--- config.mk ---
export PLATFORM = sky130hd
export DESIGN_NAME = lsu
export DESIGN_NICKNAME = d
export VERILOG_FILES = /design/src/rtl/lsu.sv
export SDC_FILE = /design/constraint.sdc
export NUM_CORES = 1
export LEC_CHECK = 0
export CAP_MARGIN = 20
export CORE_MARGIN = 8
export CORE_UTILIZATION = 35
export CTS_CLUSTER_DIAMETER = 50
export CTS_CLUSTER_SIZE = 12
export DETAILED_ROUTE_END_ITERATION = 8
export GPL_TIMING_DRIVEN = 0
export PLACE_DENSITY_LB_ADDON = 0.2
export SETUP_SLACK_MARGIN = 0.5
export SLEW_MARGIN = 25
export SYNTH_ARGS = -nofsm -noshare
export SYNTH_HDL_FRONTEND = slang
export SYNTH_SLANG_ARGS = --single-unit
--- constraint.sdc ---
create_clock -name clk -period 3.8 [get_ports clk]
set_clock_uncertainty 0.05 [all_clocks]
set_input_delay 0.57 -clock clk [delete_from_list [all_inputs] [get_ports clk]]
set_output_delay 0.57 -clock clk [all_outputs]
set_load 0.02 [all_outputs]
--- src/rtl/lsu.sv ---
// Load/store unit for the memory stage.
// Accepts one load or store per transaction, issues it as a single registered
// request on the data bus, and returns an extended/merged load result.
// Address errors are flagged combinationally and never reach the bus.
//
// Optional feature: define LSU_UNALIGNED_EN to enable LWL/LWR/SWL/SWR
// (ops 9-12). When undefined those encodings behave like reserved ops.
//
// state | meaning
// IDLE  | waiting for a legal, aligned, unflushed request
// BUSY  | bus request outstanding, waiting for bus_ack_i
// DONE  | load result presented for one cycle; always returns to IDLE

module lsu (
  input  logic        clk,
  input  logic        rst,
  input  logic        req_valid_i,
  input  logic [3:0]  mem_op_i,
  input  logic [31:0] mem_addr_i,
  input  logic [31:0] rt_data_i,
  input  logic        flush_i,
  output logic        bus_req_o,
  output logic        bus_we_o,
  output logic [3:0]  bus_be_o,
  output logic [31:0] bus_addr_o,
  output logic [31:0] bus_wdata_o,
  input  logic        bus_ack_i,
  input  logic [31:0] bus_rdata_i,
  output logic        stall_o,
  output logic        result_valid_o,
  output logic [31:0] result_o,
  output logic        exc_o,
  output logic        exc_store_o,
  output logic [31:0] badvaddr_o
);

  localparam logic [3:0] OP_LB  = 4'd1;
  localparam logic [3:0] OP_LBU = 4'd2;
  localparam logic [3:0] OP_LH  = 4'd3;
  localparam logic [3:0] OP_LHU = 4'd4;
  localparam logic [3:0] OP_LW  = 4'd5;
  localparam logic [3:0] OP_SB  = 4'd6;
  localparam logic [3:0] OP_SH  = 4'd7;
  localparam logic [3:0] OP_SW  = 4'd8;
`ifdef LSU_UNALIGNED_EN
  localparam logic [3:0] OP_LWL = 4'd9;
  localparam logic [3:0] OP_LWR = 4'd10;
  localparam logic [3:0] OP_SWL = 4'd11;
  localparam logic [3:0] OP_SWR = 4'd12;
`endif

  typedef enum logic [1:0] {
    S_IDLE = 2'd0,
    S_BUSY = 2'd1,
    S_DONE = 2'd2
  } state_t;

  state_t      r_state;
  state_t      w_state_nxt;

  logic        r_bus_req;
  logic        r_bus_we;
  logic [3:0]  r_bus_be;
  logic [31:0] r_bus_addr;
  logic [31:0] r_bus_wdata;
  logic [31:0] r_result;
  logic        r_load;
  logic        r_killed;
  logic [3:0]  r_op;
  logic [1:0]  r_lane;
`ifdef LSU_UNALIGNED_EN
  logic [31:0] r_rt;
`endif

  logic        w_legal;
  logic        w_is_load;
  logic        w_we;
  logic        w_misaligned;
  logic [3:0]  w_be;
  logic [31:0] w_wdata;
  logic [1:0]  w_n;
  logic        w_accept_cond;
  logic        w_accept;
  logic        w_stall;
  logic [7:0]  w_byte;
  logic [15:0] w_half;
  logic [31:0] w_load_data;
  logic        w_result_valid;

  assign w_n = mem_addr_i[1:0];

  // Decode the requested op into legality, alignment, byte enables and store lanes.
  always_comb begin
    w_legal      = 1'b0;
    w_is_load    = 1'b0;
    w_we         = 1'b0;
    w_misaligned = 1'b0;
    w_be         = 4'b0000;
    w_wdata      = 32'h0;
    case (mem_op_i)
      OP_LB, OP_LBU: begin
        w_legal   = 1'b1;
        w_is_load = 1'b1;
        w_be      = 4'b0001 << w_n;
      end
      OP_LH, OP_LHU: begin
        w_legal      = 1'b1;
        w_is_load    = 1'b1;
        w_misaligned = w_n[0];
        w_be         = w_n[1] ? 4'b1100 : 4'b0011;
      end
      OP_LW: begin
        w_legal      = 1'b1;
        w_is_load    = 1'b1;
        w_misaligned = (w_n != 2'b00);
        w_be         = 4'b1111;
      end
      OP_SB: begin
        w_legal = 1'b1;
        w_we    = 1'b1;
        w_be    = 4'b0001 << w_n;
        w_wdata = {4{rt_data_i[7:0]}};
      end
      OP_SH: begin
        w_legal      = 1'b1;
        w_we         = 1'b1;
        w_misaligned = w_n[0];
        w_be         = w_n[1] ? 4'b1100 : 4'b0011;
        w_wdata      = {2{rt_data_i[15:0]}};
      end
      OP_SW: begin
        w_legal      = 1'b1;
        w_we         = 1'b1;
        w_misaligned = (w_n != 2'b00);
        w_be         = 4'b1111;
        w_wdata      = rt_data_i;
      end
`ifdef LSU_UNALIGNED_EN
      // Partial-word ops read or write only the bytes that take part in the merge.
      OP_LWL: begin
        w_legal   = 1'b1;
        w_is_load = 1'b1;
        w_be      = 4'b1111 >> (~w_n);
      end
      OP_LWR: begin
        w_legal   = 1'b1;
        w_is_load = 1'b1;
        w_be      = 4'b1111 << w_n;
      end
      OP_SWL: begin
        w_legal = 1'b1;
        w_we    = 1'b1;
        w_be    = 4'b1111 >> (~w_n);
        w_wdata = rt_data_i >> {~w_n, 3'b000};
      end
      OP_SWR: begin
        w_legal = 1'b1;
        w_we    = 1'b1;
        w_be    = 4'b1111 << w_n;
        w_wdata = rt_data_i << {w_n, 3'b000};
      end
`endif
      default: begin
        w_legal = 1'b0;
      end
    endcase
  end

  assign w_accept_cond = req_valid_i & w_legal & ~w_misaligned & ~flush_i;

  // Extract and extend the load data from the lanes latched at accept time.
  always_comb begin
    w_byte = bus_rdata_i[7:0];
    case (r_lane)
      2'd1:    w_byte = bus_rdata_i[15:8];
      2'd2:    w_byte = bus_rdata_i[23:16];
      2'd3:    w_byte = bus_rdata_i[31:24];
      default: w_byte = bus_rdata_i[7:0];
    endcase
    w_half      = r_lane[1] ? bus_rdata_i[31:16] : bus_rdata_i[15:0];
    w_load_data = bus_rdata_i;
    case (r_op)
      OP_LB:  w_load_data = {{24{w_byte[7]}}, w_byte};
      OP_LBU: w_load_data = {24'h0, w_byte};
      OP_LH:  w_load_data = {{16{w_half[15]}}, w_half};
      OP_LHU: w_load_data = {16'h0, w_half};
`ifdef LSU_UNALIGNED_EN
      OP_LWL: w_load_data = (bus_rdata_i << {~r_lane, 3'b000})
                          | (r_rt & (32'h00FF_FFFF >> {r_lane, 3'b000}));
      OP_LWR: w_load_data = (bus_rdata_i >> {r_lane, 3'b000})
                          | (r_rt & ~(32'hFFFF_FFFF >> {r_lane, 3'b000}));
`endif
      default: w_load_data = bus_rdata_i;
    endcase
  end

  // State register.
  always_ff @(posedge clk) begin
    if (rst) begin
      r_state <= S_IDLE;
    end else begin
      r_state <= w_state_nxt;
    end
  end

  // Next-state and handshake decode.
  always_comb begin
    w_state_nxt = r_state;
    w_accept    = 1'b0;
    w_stall     = 1'b0;
    case (r_state)
      S_IDLE: begin
        if (w_accept_cond) begin
          w_state_nxt = S_BUSY;
          w_accept    = 1'b1;
          w_stall     = 1'b1;
        end
      end
      S_BUSY: begin
        w_stall = 1'b1;
        if (bus_ack_i) begin
          w_state_nxt = S_DONE;
        end
      end
      S_DONE: begin
        w_state_nxt = S_IDLE;
      end
      default: begin
        w_state_nxt = S_IDLE;
      end
    endcase
  end

  // Bus request registers and result capture; a flush in BUSY lets the bus
  // transfer finish but suppresses the result.
  always_ff @(posedge clk) begin
    if (rst) begin
      r_bus_req   <= 1'b0;
      r_bus_we    <= 1'b0;
      r_bus_be    <= 4'b0000;
      r_bus_addr  <= 32'h0;
      r_bus_wdata <= 32'h0;
      r_result    <= 32'h0;
      r_load      <= 1'b0;
      r_killed    <= 1'b0;
      r_op        <= 4'd0;
      r_lane      <= 2'd0;
`ifdef LSU_UNALIGNED_EN
      r_rt        <= 32'h0;
`endif
    end else if (w_accept) begin
      r_bus_req   <= 1'b1;
      r_bus_we    <= w_we;
      r_bus_be    <= w_be;
      r_bus_addr  <= {mem_addr_i[31:2], 2'b00};
      r_bus_wdata <= w_wdata;
      r_load      <= w_is_load;
      r_killed    <= 1'b0;
      r_op        <= mem_op_i;
      r_lane      <= w_n;
`ifdef LSU_UNALIGNED_EN
      r_rt        <= rt_data_i;
`endif
    end else if (r_state == S_BUSY) begin
      if (flush_i) begin
        r_killed <= 1'b1;
      end
      if (bus_ack_i) begin
        r_bus_req <= 1'b0;
        if (r_load) begin
          r_result <= w_load_data;
        end
      end
    end
  end

  assign w_result_valid = (r_state == S_DONE) & r_load & ~r_killed;

  assign bus_req_o      = r_bus_req;
  assign bus_we_o       = r_bus_we;
  assign bus_be_o       = r_bus_be;
  assign bus_addr_o     = r_bus_addr;
  assign bus_wdata_o    = r_bus_wdata;
  assign stall_o        = w_stall & ~rst;
  assign result_valid_o = w_result_valid;
  assign result_o       = w_result_valid ? r_result : 32'h0;
  assign exc_o          = (r_state == S_IDLE) & req_valid_i & w_legal & w_misaligned & ~flush_i;
  assign exc_store_o    = exc_o & w_we;
  assign badvaddr_o     = exc_o ? mem_addr_i : 32'h0;

endmodule

======== Word level (Yosys, flattened, before mapping) ========
Cells that the tools add are included.
word-level totals
  register bits ........................... 110
  input bits .............................. 105
  output and inout port bits .............. 138
  logic and storage cells ................. 83
cells by class
  eq/ne operators ......................... 19
  shift operators ......................... 1
  muxes and demuxes ....................... 21
  bitwise operators ....................... 16
  reductions and logical operators ........ 15
operators with widths
  kind                                                 count
  one-hot mux 32 bit (4 select lines)                  1
  one-hot mux 32 bit (3 select lines)                  1
  2-to-1 mux 32 bit                                    2
  one-hot mux 8 bit (3 select lines)                   1
  equality test 4 x 3 -> 1 bit, second input constant  5
  equality test 4 x 2 -> 1 bit, second input constant  4
  2-to-1 mux 16 bit                                    1
  one-hot mux 4 bit (3 select lines)                   1
  AND 1 bit                                            11
  OR reduction 3 bit                                   3
  equality test 4 x 1 -> 1 bit, second input constant  2
  2-to-1 mux 1 bit                                     8
  OR reduction 8 bit                                   1
  equality test 2 bit, second input constant           3
  AND reduction 2 bit                                  3
  nonzero test 2 bit                                   3
  NOT 1 bit                                            5
  OR reduction 5 bit                                   1
  equality test 2 x 1 -> 1 bit, second input constant  2
  equality test 4 bit, second input constant           1
  2-to-1 mux 2 bit                                     2
  2-to-1 mux 4 bit                                     1
  inequality test 2 bit, second input constant         2
  one-hot mux 1 bit (2 select lines)                   2
  5 further kinds                                      6

======== Depth between registers and ports, before layout ========
  depth after elaboration ................. 10
  gate-level depth with buffers ........... 8
  gate-level depth less buffers ........... 5

======== Worst setup path after synthesis ========
Ideal clock, no wire load.
  kind .................................... input port to output port
  start ................................... input mem_op_i[2]
  end ..................................... output badvaddr_o[22]
  data arrival time ....................... 2.158 ns
  required time ........................... 3.180 ns
  setup slack ............................. 1.022 ns
  stages on the path ...................... 7
  path buffers ............................ 2
  cells stage by stage .................... buf_2 nor2b_1 a21oi_1 or4_1 a21oi_2 buf_2 and2_1
between the ends
  cells in the longest elaborated chain, start to end .. 7
  elaborated cells on any way between the ends .. 17
  those cells by class .................... eq/ne: 8; mux: 3; bitwise: 3; reduce/logical: 3
RTL lines
  element                                      line  source
  from (decl)                                  18    input logic [3:0] mem_op_i,
  equality test 4 bit (tied with other cells)  100   case (mem_op_i)
  OR reduction 8 bit (no source line)          n/a
  2-to-1 mux 1 bit                             100
  AND 1 bit                                    287   assign exc_o = (r_state == S_IDLE) & req_valid_i & w_legal & w_misaligned & ~flush_i;
  AND 1 bit (*) (2 in series)                  287
  net exc_o                                    32    output logic exc_o,
  2-to-1 mux 32 bit (*)                        289   assign badvaddr_o = exc_o ? mem_addr_i : 32'h0;
  to (decl)                                    34    output logic [31:0] badvaddr_o
Mark *: on every way through the listed nets, which the timed path passes. The rest lies on a longest branch.

======== Worst setup path in the final report ========
  start ................................... input mem_op_i[3]
  end ..................................... output badvaddr_o[21]
between the ends
  cells in the longest elaborated chain, start to end .. 7
  elaborated cells on any way between the ends .. 17
  those cells by class .................... eq/ne: 8; mux: 3; bitwise: 3; reduce/logical: 3
RTL lines
  element                                      line
  equality test 4 bit (tied with other cells)  100
  OR reduction 8 bit (no source line)          n/a
  2-to-1 mux 1 bit                             100
  AND 1 bit                                    287
  AND 1 bit (*) (2 in series)                  287
  2-to-1 mux 32 bit (*)                        289
Mark *: on every way between the ends. The rest lies on a longest branch, timed or not.

==> impl_metrics.ini <==
[hold_path]
hp-class = flip-flop to flip-flop

[die]
num_rows = 45
die_x_um = 140
core-area_um2 = 15100
io_pins = 243
die_area_um2 = 19500
die_h_um = 140
start_util_pct = 35.4

[critical_path]
cp-endpoint = badvaddr_o[21]
worstPathArrival_ns = 2.60
crit_fanout = 10
startpoint_type = input port
critPathKind = input port to output pin
r2r_cells = 6
endpoint_kind = output pin
crit_required_ns = 3.18
startpoint = mem_op_i[3]
r2r-end = r_result[20]
timing.rr.start = r_state[0]
ff2ff_setup_slack_ns = 1.36

[synth]
synthTopCellsByArea = dfxtp_1 41%, mux2i_1 8.4%, and2_1 7.6%
synthArstFlopShare_pct = 0
synth-main-ff-cell = dfxtp_1
synth_top_cell_by_area = dfxtp_1
ys_seq_elements = 110
ys_seq_area_share_pct = 41.2
synth-edff-count = 0
syn-cell-area_um2 = 5350
yosysMostFrequentCell = dfxtp_1
ys_types = 46
synth_common_cells = 110 x dfxtp_1, 90 x nor2_1, 65 x and2_1
yosysWarnings = 0
synthCells = 586
synth_area_per_cell_um2 = 9.12
synth_top_area_share_pct = 41.2

[power_and_ir_drop]
pwr_density_cell_nw_per_um2 = 298
vdd_drop_max_mv = 0.230
p_leak_nw = 3.10

[drt]
wire_per_inst_um = 19.8
met1_length_um = 8500
ant_nets = 0
firstDrtPassIters = 6
via_per_inst = 5.30
routed_wl_um = 20600
drtIter0Drc = 336
routed-wl-met3_um = 1610
dr_wl_met2_um = 9800
drc = 0
num_vias = 5497
top_layer = met4

[job]
drv_cap = 0

[place]
portBuffers = 238
gp_congestion = 0.877
place_ws_ns = -0.562
dp_cells = 1013
post-dp-hpwl_um = 15900

[cts]
numCtsBuffers = 9
clockBufferDepth = 2
clkSlewWorstSetupHoldPaths_ns = 0.07
clock_latency_ns = 0.35
cts_root_buf = clkbuf_16
clock-sinks = 110
htreeDepth = 3
cts_tree = yes

[grt]
antenna_found_initial = 0
grt_pass1_wl_um = 31600
track_usage_pct = 20.5
grt_overflow = 0
grt_pass1_vias = 5604
grt_max_degree = 18

[sta]
slew_violations = 0
fmaxAchievable_ghz = 0.310
fin_crit_sh_pct = 84.8
relSlewSlack_pct = 49.3
setup_viol = 0
fin_crit_ns = 3.22
rsz0062_at_grt = false
hold_viol = 0
setup_tns_ns = 0
worst_slack_ns = 0.578
tightest_slew_ns = 0.753

[cells_and_area]
n_antenna_cell = 0
layout-drive-gt1-share_pct = 12.0
fin_cells = 1038
fillCellCount = 1389
nets = 950
areaGrowthSynthToFinish_pct = 55.3
fin_util_pct = 55.0

[status]
outcome = finished, final reports clean
## critical path: stages
cell	delay [ns]
dlygate4sd2_1	0.30
buf_8	0.17
nor2b_4	0.12
a21oi_1	0.05
or4_4	0.49
a21oi_4	0.18
buf_4	0.16
buf_4	0.12
clkbuf_4	0.17
and2_1	0.12
buf_2	0.16
## repair_timing
action,in CTS,in global routing
pin swaps,1,2
hold buffers,0,0
setup endpoints to repair,65,54
buffers inserted,6,3
gates resized for setup,141,14
## report_power, final
part           internal [W]  leakage (nW)  total [W]  switching [W]
Clock              0.000447         0.130   0.000889       0.000442
Combinational      0.000199          2.08   0.000403       0.000204
Sequential          0.00117         0.888    0.00118      0.0000123
Total               0.00182          3.10    0.00247       0.000657
## through the flow
step	power, W	hold slack, ns	instance area (µm²)
after global routing	0.00258	0.443	8300
after global placement	0.00159	0.392	7970
after floorplan	0.00138	0.416	5350
after detailed placement	0.00160	0.397	7970
after CTS	0.00250	0.414	8270
final	0.00247	0.413	8300
## cell families (layout without fill, tap and decap cells)
logic type      count (synthesis)  after routing  synth area share [%]
simple gates                  229            229                  21.9
compound gates                132            132                  19.9
flops                         110            110                  41.2
buf+inv                        60            323                  4.89
mux                            53             53                  11.8
other cells                     1              2                0.0702
xor+xnor                        1              1                 0.164
## cell type report
type	count	area (µm²)	share of cell area [%]
inverters	9	33.8	0.407
well taps	188	235	2.83
repair buffers	247	2350	28.3
clock inverters	5	35.0	0.422
clock buffers	11	233	2.80
plain buffers	51	263	3.17
flip-flops and latches	110	2200	26.5
multi-input cells	417	2950	35.5
## registers in the layout, indices dropped and copies added (netlist names)
| name | cells |
|---|---|
| bus_addr_o | 30 |
| bus_wdata_o | 32 |
| r_state | 2 |
| bus_req_o | 1 |
| bus_be_o | 4 |
| r_op | 4 |
| r_killed | 1 |
| r_load | 1 |
| r_result | 32 |
| bus_we_o | 1 |
| r_lane | 2 |
## worst min path at each step
stage / from / endpoint / slack [ns] / cells after the start
after floorplan: r_load / r_load / 0.42 / 2
after global placement: bus_we_o / bus_we_o / 0.39 / 1
after detailed placement: bus_we_o / bus_we_o / 0.40 / 1
after CTS: bus_we_o / bus_we_o / 0.41 / 1
after global routing: bus_wdata_o[15] / bus_wdata_o[15] / 0.44 / 1
final: bus_wdata_o[8] / bus_wdata_o[8] / 0.41 / 1
## cell usage in the layout, fill, tap and decap left out, types with 3 or more instances in the layout
| cell type | Yosys | final |
|---|---|---|
| clkdlybuf4s50_1 | 0 | 198 |
| dfxtp_1 | 110 | 110 |
| nor2_1 | 90 | 89 |
| and2_1 | 65 | 65 |
| mux2i_1 | 45 | 45 |
| nand2_1 | 40 | 40 |
| clkbuf_1 | 29 | 26 |
| a311oi_1 | 24 | 24 |
| buf_2 | 14 | 23 |
| buf_4 | 3 | 23 |
| a22oi_1 | 21 | 21 |
| a21oi_1 | 18 | 18 |
| a22o_1 | 16 | 16 |
| o21ai_0 | 14 | 13 |
| o2bb2ai_2 | 10 | 10 |
| inv_1 | 9 | 9 |
| clkbuf_16 | 0 | 9 |
| mux4_2 | 8 | 8 |
| o32ai_1 | 8 | 8 |
| clkdlybuf4s15_1 | 0 | 8 |
| nor2b_1 | 8 | 7 |
| dlygate4sd2_1 | 0 | 7 |
| a211oi_1 | 6 | 6 |
| buf_1 | 4 | 4 |
| a221o_1 | 4 | 4 |
| clkbuf_4 | 0 | 3 |
| clkbuf_2 | 0 | 3 |
| nor3b_1 | 4 | 3 |
| a21o_1 | 3 | 3 |
| nor4b_1 | 4 | 3 |
## layer usage
| layer | global-route usage, % | vias up |
|---|---|---|
| met3 | 5.85 | 50 |
| met5 | 0 | - |
| li1 | - | 2613 |
| met4 | 8.74 | 0 |
| met2 | 34.5 | 273 |
| met1 | 24.0 | 2561 |
No activity file was read; power rests on OpenSTA's default activity.
